`src/rtl/alp.sv`:
```
// -----------------------------------------------------------------------------
// alp -- small 4-bit arithmetic/logic processor.
//
// Two operands (A, B) are written one at a time through data_in on load
// cycles, alternating A, B, A, B ...  A comp cycle applies op to the current
// operands and registers the result on out_1/out_0 with an error flag.
// Operands persist across comps, so several ops can reuse the same pair.
//
// Ports
//   clk      rising-edge clock
//   clr      synchronous active-high clear, highest priority
//   data_in  4-bit operand value, captured on a load cycle
//   op       3-bit operation select, sampled on a comp cycle
//   load     operand-write strobe
//   comp     compute strobe
//   out_0    registered result, low nibble / primary result
//   out_1    registered result, high nibble / secondary result
//   err      registered error flag for the most recent load/comp cycle
// -----------------------------------------------------------------------------
module alp (
  input  logic       clk,
  input  logic       clr,
  input  logic [3:0] data_in,
  input  logic [2:0] op,
  input  logic       load,
  input  logic       comp,
  output logic [3:0] out_0,
  output logic [3:0] out_1,
  output logic       err
);

  typedef enum logic [2:0] {
    OP_ADD = 3'b000,
    OP_SUB = 3'b001,
    OP_MUL = 3'b010,
    OP_DIV = 3'b011,
    OP_AND = 3'b100,
    OP_OR  = 3'b101,
    OP_XOR = 3'b110,
    OP_CMP = 3'b111
  } op_e;

  logic [3:0] a_q, b_q;
  logic       wp_q;    // 0: next load writes A, 1: next load writes B
  logic       bval_q;  // B written since last clr

  logic [3:0] res_0, res_1;
  logic       res_err;
  logic [4:0] sum;
  logic [7:0] prod;

  assign sum  = {1'b0, a_q} + {1'b0, b_q};
  assign prod = {4'd0, a_q} * {4'd0, b_q};

  // Combinational result of op on the current operands.
  always_comb begin
    // NOTE: every output gets a default first so no path leaves one unassigned,
    // which would otherwise infer a latch.
    res_0   = 4'd0;
    res_1   = 4'd0;
    res_err = 1'b0;
    unique case (op_e'(op))
      OP_ADD: begin
        res_0 = sum[3:0];
        res_1 = {3'b000, sum[4]};
      end
      OP_SUB: begin
        res_0   = a_q - b_q;
        res_err = (a_q < b_q);
      end
      OP_MUL: begin
        res_0 = prod[3:0];
        res_1 = prod[7:4];
      end
      OP_DIV: begin
        // Divide by zero reports an error and forces a zero result.
        if (b_q == 4'd0) begin
          res_err = 1'b1;
        end else begin
          res_0 = a_q / b_q;
          res_1 = a_q % b_q;
        end
      end
      OP_AND: res_0 = a_q & b_q;
      OP_OR:  res_0 = a_q | b_q;
      OP_XOR: res_0 = a_q ^ b_q;
      OP_CMP: res_0 = {1'b0, (a_q < b_q), (a_q > b_q), (a_q == b_q)};
      default: ;
    endcase
  end

  // NOTE: state registers use non-blocking assignments so every flop samples
  // the pre-edge values regardless of statement order.
  always_ff @(posedge clk) begin
    if (clr) begin
      a_q    <= 4'd0;
      b_q    <= 4'd0;
      wp_q   <= 1'b0;
      bval_q <= 1'b0;
      out_0  <= 4'd0;
      out_1  <= 4'd0;
      err    <= 1'b0;
    end else if (load && comp) begin
      // Conflicting strobes: flag it and touch nothing else.
      err <= 1'b1;
    end else if (load) begin
      if (!wp_q) begin
        a_q <= data_in;
      end else begin
        b_q    <= data_in;
        bval_q <= 1'b1;
      end
      wp_q <= ~wp_q;
      err  <= 1'b0;
    end else if (comp) begin
      if (bval_q) begin
        out_0 <= res_0;
        out_1 <= res_1;
        err   <= res_err;
      end else begin
        // No complete operand pair yet: outputs hold, only err reports it.
        err <= 1'b1;
      end
    end
  end

endmodule

```
`config.mk`:
```
export PLATFORM = sky130hd
export DESIGN_NAME = alp
export DESIGN_NICKNAME = d
export VERILOG_FILES = /design/src/rtl/alp.sv
export SDC_FILE = /design/constraint.sdc
export NUM_CORES = 1
export LEC_CHECK = 0
export ABC_AREA = 1
export BUFFER_PORTS_ARGS = -buffer_cell sky130_fd_sc_hd__buf_2
export CORE_MARGIN = 1.5
export CORE_UTILIZATION = 55
export CTS_CLUSTER_DIAMETER = 200
export DETAILED_ROUTE_END_ITERATION = 7
export HOLD_SLACK_MARGIN = 0.03
export PLACE_DENSITY = 0.72
export SYNTH_ARGS = -nofsm -noshare
export SYNTH_HDL_FRONTEND = slang
export SYNTH_SLANG_ARGS = --single-unit
```
`constraint.sdc`:
```
create_clock -name clk -period 4.8 [get_ports clk]
set_input_delay 0.48 -clock clk [delete_from_list [all_inputs] [get_ports clk]]
set_output_delay 0.48 -clock clk [all_outputs]
set_load 0.05 [all_outputs]
```
==> impl_metrics.xml <==
<?xml version="1.0" encoding="UTF-8"?>
<metrics>
  <group name="global_routing">
    <metric name="grt_start_max_net_pins" unit="">12</metric>
    <metric name="groute.usage.overall" unit="%">27.9</metric>
    <metric name="first_pass_grt_wire_length" unit="um">9380</metric>
    <metric name="grt_overflow" unit="">0</metric>
    <metric name="first_global_vias" unit="">2023</metric>
    <metric name="number_of_antenna_violations_at_the_first_check_in_global_routing" unit="">0</metric>
  </group>
  <group name="worst_setup_path">
    <metric name="worst_setup_path_startpoint" unit="">b_q[0]</metric>
    <metric name="cp-start-kind" unit="">flop</metric>
    <metric name="cp_num_cells" unit="">31</metric>
    <metric name="critPathArrivalTime" unit="ps">4510</metric>
    <metric name="depth_of_the_most_critical_reg_to_reg_path" unit="">31</metric>
    <metric name="worstPathMaxFanout" unit="">7</metric>
    <metric name="cp.required" unit="ps">5000</metric>
    <metric name="path_class" unit="">flop to flop</metric>
    <metric name="critical_path_buf_inv_count" unit="">5</metric>
    <metric name="worstReg2RegEnd" unit="">out_1[3]</metric>
    <metric name="endpoint" unit="">out_1[3]</metric>
    <metric name="max_stage_delay" unit="ps">420</metric>
    <metric name="crit_family" unit="">simple AND/OR/NAND/NOR gates</metric>
    <metric name="cp_slowest_cell" unit="">fa_1</metric>
    <metric name="reg2reg_start" unit="">b_q[0]</metric>
    <metric name="critical-path-top-cell-by-count" unit="">nand2_1</metric>
    <metric name="end_kind" unit="">flop</metric>
    <metric name="reg2reg_slack" unit="ps">490</metric>
  </group>
  <group name="clock_network">
    <metric name="numCtsBuffers" unit="">3</metric>
    <metric name="clockRootBuffer" unit="">clkbuf_8</metric>
    <metric name="insertion_delay" unit="ps">260</metric>
    <metric name="clk_pin_slew_worst_paths" unit="ps">80</metric>
    <metric name="htree_levels" unit="">1</metric>
    <metric name="number_of_hold_buffers_added_after_cts" unit="">0</metric>
    <metric name="tritoncts" unit="">built</metric>
    <metric name="clockBufferDepth" unit="">2</metric>
    <metric name="cts.sink_count" unit="">19</metric>
  </group>
  <group name="sta">
    <metric name="worstMarginPinSlew" unit="ps">455</metric>
    <metric name="finalSetupTns" unit="ps">0</metric>
    <metric name="finalHoldViolations" unit="">0</metric>
    <metric name="final_cycle_utilization_of_the_critical_path" unit="%">89.7</metric>
    <metric name="timing.final.max_slew_violations" unit="">0</metric>
    <metric name="timing.max_slew.rel_slack" unit="%">69.4</metric>
    <metric name="achievable-frequency" unit="GHz">0.232</metric>
    <metric name="rsz0062_at_grt" unit="">no</metric>
    <metric name="final.min_clock_period" unit="ps">4310</metric>
    <metric name="clock_skew" unit="ps">1.73</metric>
    <metric name="setup_viol_count_final" unit="">0</metric>
  </group>
  <group name="die">
    <metric name="num_rows" unit="">22</metric>
    <metric name="die_h" unit="um">66.6</metric>
    <metric name="die_width" unit="um">66.6</metric>
    <metric name="boundaryPins" unit="">20</metric>
    <metric name="fp.dieArea" unit="um^2">4440</metric>
    <metric name="core_region_area" unit="um^2">3770</metric>
    <metric name="initial_utilization" unit="%">59.1</metric>
  </group>
  <group name="power_and_ir_drop">
    <metric name="p_per_area" unit="nW/um^2">251</metric>
    <metric name="power_leakage" unit="nW">1.28</metric>
    <metric name="max-vdd-ir-drop" unit="mV">0.350</metric>
  </group>
  <group name="final_layout">
    <metric name="fillerInstances" unit="">362</metric>
    <metric name="antenna_cells_inserted" unit="">0</metric>
    <metric name="layout-area-overhead-vs-synth" unit="%">9.33</metric>
    <metric name="post_route_cells_drive_above_1_share" unit="%">10.8</metric>
    <metric name="area.sequential" unit="um^2">382</metric>
    <metric name="area_of_the_multi_input_gates" unit="um^2">1620</metric>
    <metric name="post-route-util" unit="%">64.6</metric>
    <metric name="nNetsFinal" unit="">408</metric>
  </group>
  <group name="synth">
    <metric name="synth.top_cell.area_share" unit="%">20.8</metric>
    <metric name="post-synth-top-count-cell" unit="">nand2_1</metric>
    <metric name="cell_types_with_the_highest_counts_after_synthesis" unit="">nand2_1, inv_1, ha_1, a21oi_1, nand3_1</metric>
    <metric name="synth_largest_area_cell" unit="">ha_1</metric>
    <metric name="mappedNetlistArea" unit="um^2">2230</metric>
    <metric name="synth_cell_type_count" unit="">32</metric>
    <metric name="yosys-top-cells-area" unit="">ha_1, dfxtp_1, nand2_1</metric>
    <metric name="async_reset_ff_share" unit="%">0</metric>
    <metric name="post_synth.cell_area_avg" unit="um^2">6.75</metric>
    <metric name="ys_ff_latch" unit="">19</metric>
    <metric name="synthCells" unit="">330</metric>
    <metric name="synth_fp_nets" unit="">385</metric>
    <metric name="synth-main-ff-cell" unit="">dfxtp_1</metric>
    <metric name="synth-edff-count" unit="">0</metric>
    <metric name="synthesis.yosys.warnings" unit="">0</metric>
    <metric name="seq_area_frac_synth" unit="%">17.1</metric>
  </group>
  <group name="routing">
    <metric name="postRouteWirelength" unit="um">5760</metric>
    <metric name="post_drt_via_cell_ratio" unit="">5.52</metric>
    <metric name="drt-initial-drc-count" unit="">144</metric>
    <metric name="wl_per_cell" unit="um">14.4</metric>
    <metric name="antenna_violating_nets_post_route" unit="">0</metric>
    <metric name="drc" unit="">0</metric>
    <metric name="routed-via-count" unit="">2209</metric>
    <metric name="drt_pass1_iterations" unit="">5</metric>
  </group>
  <group name="worst_hold_path">
    <metric name="worstHoldPathType" unit="">flop to flop</metric>
  </group>
  <group name="place">
    <metric name="dpl.hpwl" unit="um">4740</metric>
    <metric name="port_buffers" unit="">19</metric>
    <metric name="finalWeightedCongestion" unit="">1.05</metric>
  </group>
  <group name="run_status">
    <metric name="status" unit="">finished clean</metric>
  </group>
  <group name="run">
    <metric name="cap_viol_max_count" unit="">0</metric>
  </group>
</metrics>
## cell type report
cell class / instances / share of cell area (%)
multi-input cells: 250 / 66.5
well taps: 48 / 2.47
clock buffers: 3 / 1.70
repair buffers: 21 / 4.52
clock inverters: 1 / 0.206
inverters: 58 / 8.94
flip-flops and latches: 19 / 15.7
## worst register-to-register path: cells and delay by family, from the launching register on
kind                       cells  cell delay (ps)
and+or+nand+nor               20             1990
adders and majority gates      4             1340
DFF                            1              350
buffers and inverters          5              280
AOI/OAI and AO/OA              2              280
## per-stage QoR
stage          cells  setup WS [ps]  instance area (um^2)  total power [W]  hold WS (ps)
2_1_floorplan    330            702                  2230         0.000427           440
3_3_place_gp     396            548                  2380         0.000486           452
3_5_place_dp     396            460                  2380         0.000487           456
4_1_cts          400            420                  2430         0.000606           467
5_1_grt          400           38.8                  2430         0.000665           491
6_report         400            494                  2430         0.000611           464
## state kept, by name, indices dropped and copies added (netlist names)
| name | count |
|---|---|
| a_q | 4 |
| b_q | 4 |
| out_0 | 4 |
| out_1 | 4 |
| bval_q | 1 |
| err | 1 |
| wp_q | 1 |
## where the power goes
part	total, W	internal (W)	switching, W
registers	0.000171	0.000163	0.00000787
logic	0.000323	0.000129	0.000193
clock network	0.000117	0.0000579	0.0000595
total	0.000611	0.000350	0.000261
## logic make-up (layout without fill, tap and decap cells)
kind of cell | after synthesis | after routing | synth area share, %
AO/OA/AOI/OAI | 59 | 59 | 14.7
XOR/XNOR | 8 | 8 | 3.15
adder cells (fa/ha/maj) | 44 | 44 | 27.1
buffers and inverters | 61 | 83 | 10.3
flip-flops | 19 | 19 | 17.1
AND/OR/NAND/NOR | 139 | 139 | 27.7
## layout by cell type, fill, tap and decap left out, types with 5 or more instances in the layout
| cell | count |
|---|---|
| nand3_1 | 25 |
| xor2_1 | 5 |
| inv_1 | 52 |
| nand2_1 | 69 |
| inv_2 | 6 |
| nand4_1 | 9 |
| fa_1 | 7 |
| o21ai_0 | 17 |
| nor3_1 | 6 |
| nor2_1 | 20 |
| ha_1 | 37 |
| buf_2 | 19 |
| dfxtp_1 | 18 |
| a21oi_1 | 27 |
## worst min-delay path by stage
stage             start       end  cells after the start
2_1_floorplan      wp_q      wp_q                      2
3_3_place_gp       wp_q      wp_q                      2
3_5_place_dp   out_1[2]  out_1[2]                      2
4_1_cts            wp_q      wp_q                      2
5_1_grt        out_1[3]  out_1[3]                      2
6_report           wp_q      wp_q                      2
## repair_timing
action	CTS	global route
buffers inserted	0	0
resized for setup	0	3
endpoints found under the setup margin	0	3
## metal layers
layer	GRT usage, %	up-vias	routed length [um]
met3	3.89	14	385
met4	9.69	0	155
met1	36.8	984	2650
li1	-	1133	-
met5	0	-	0
met2	46.3	78	2560
Note: power is estimated with default switching activity, not from simulation.
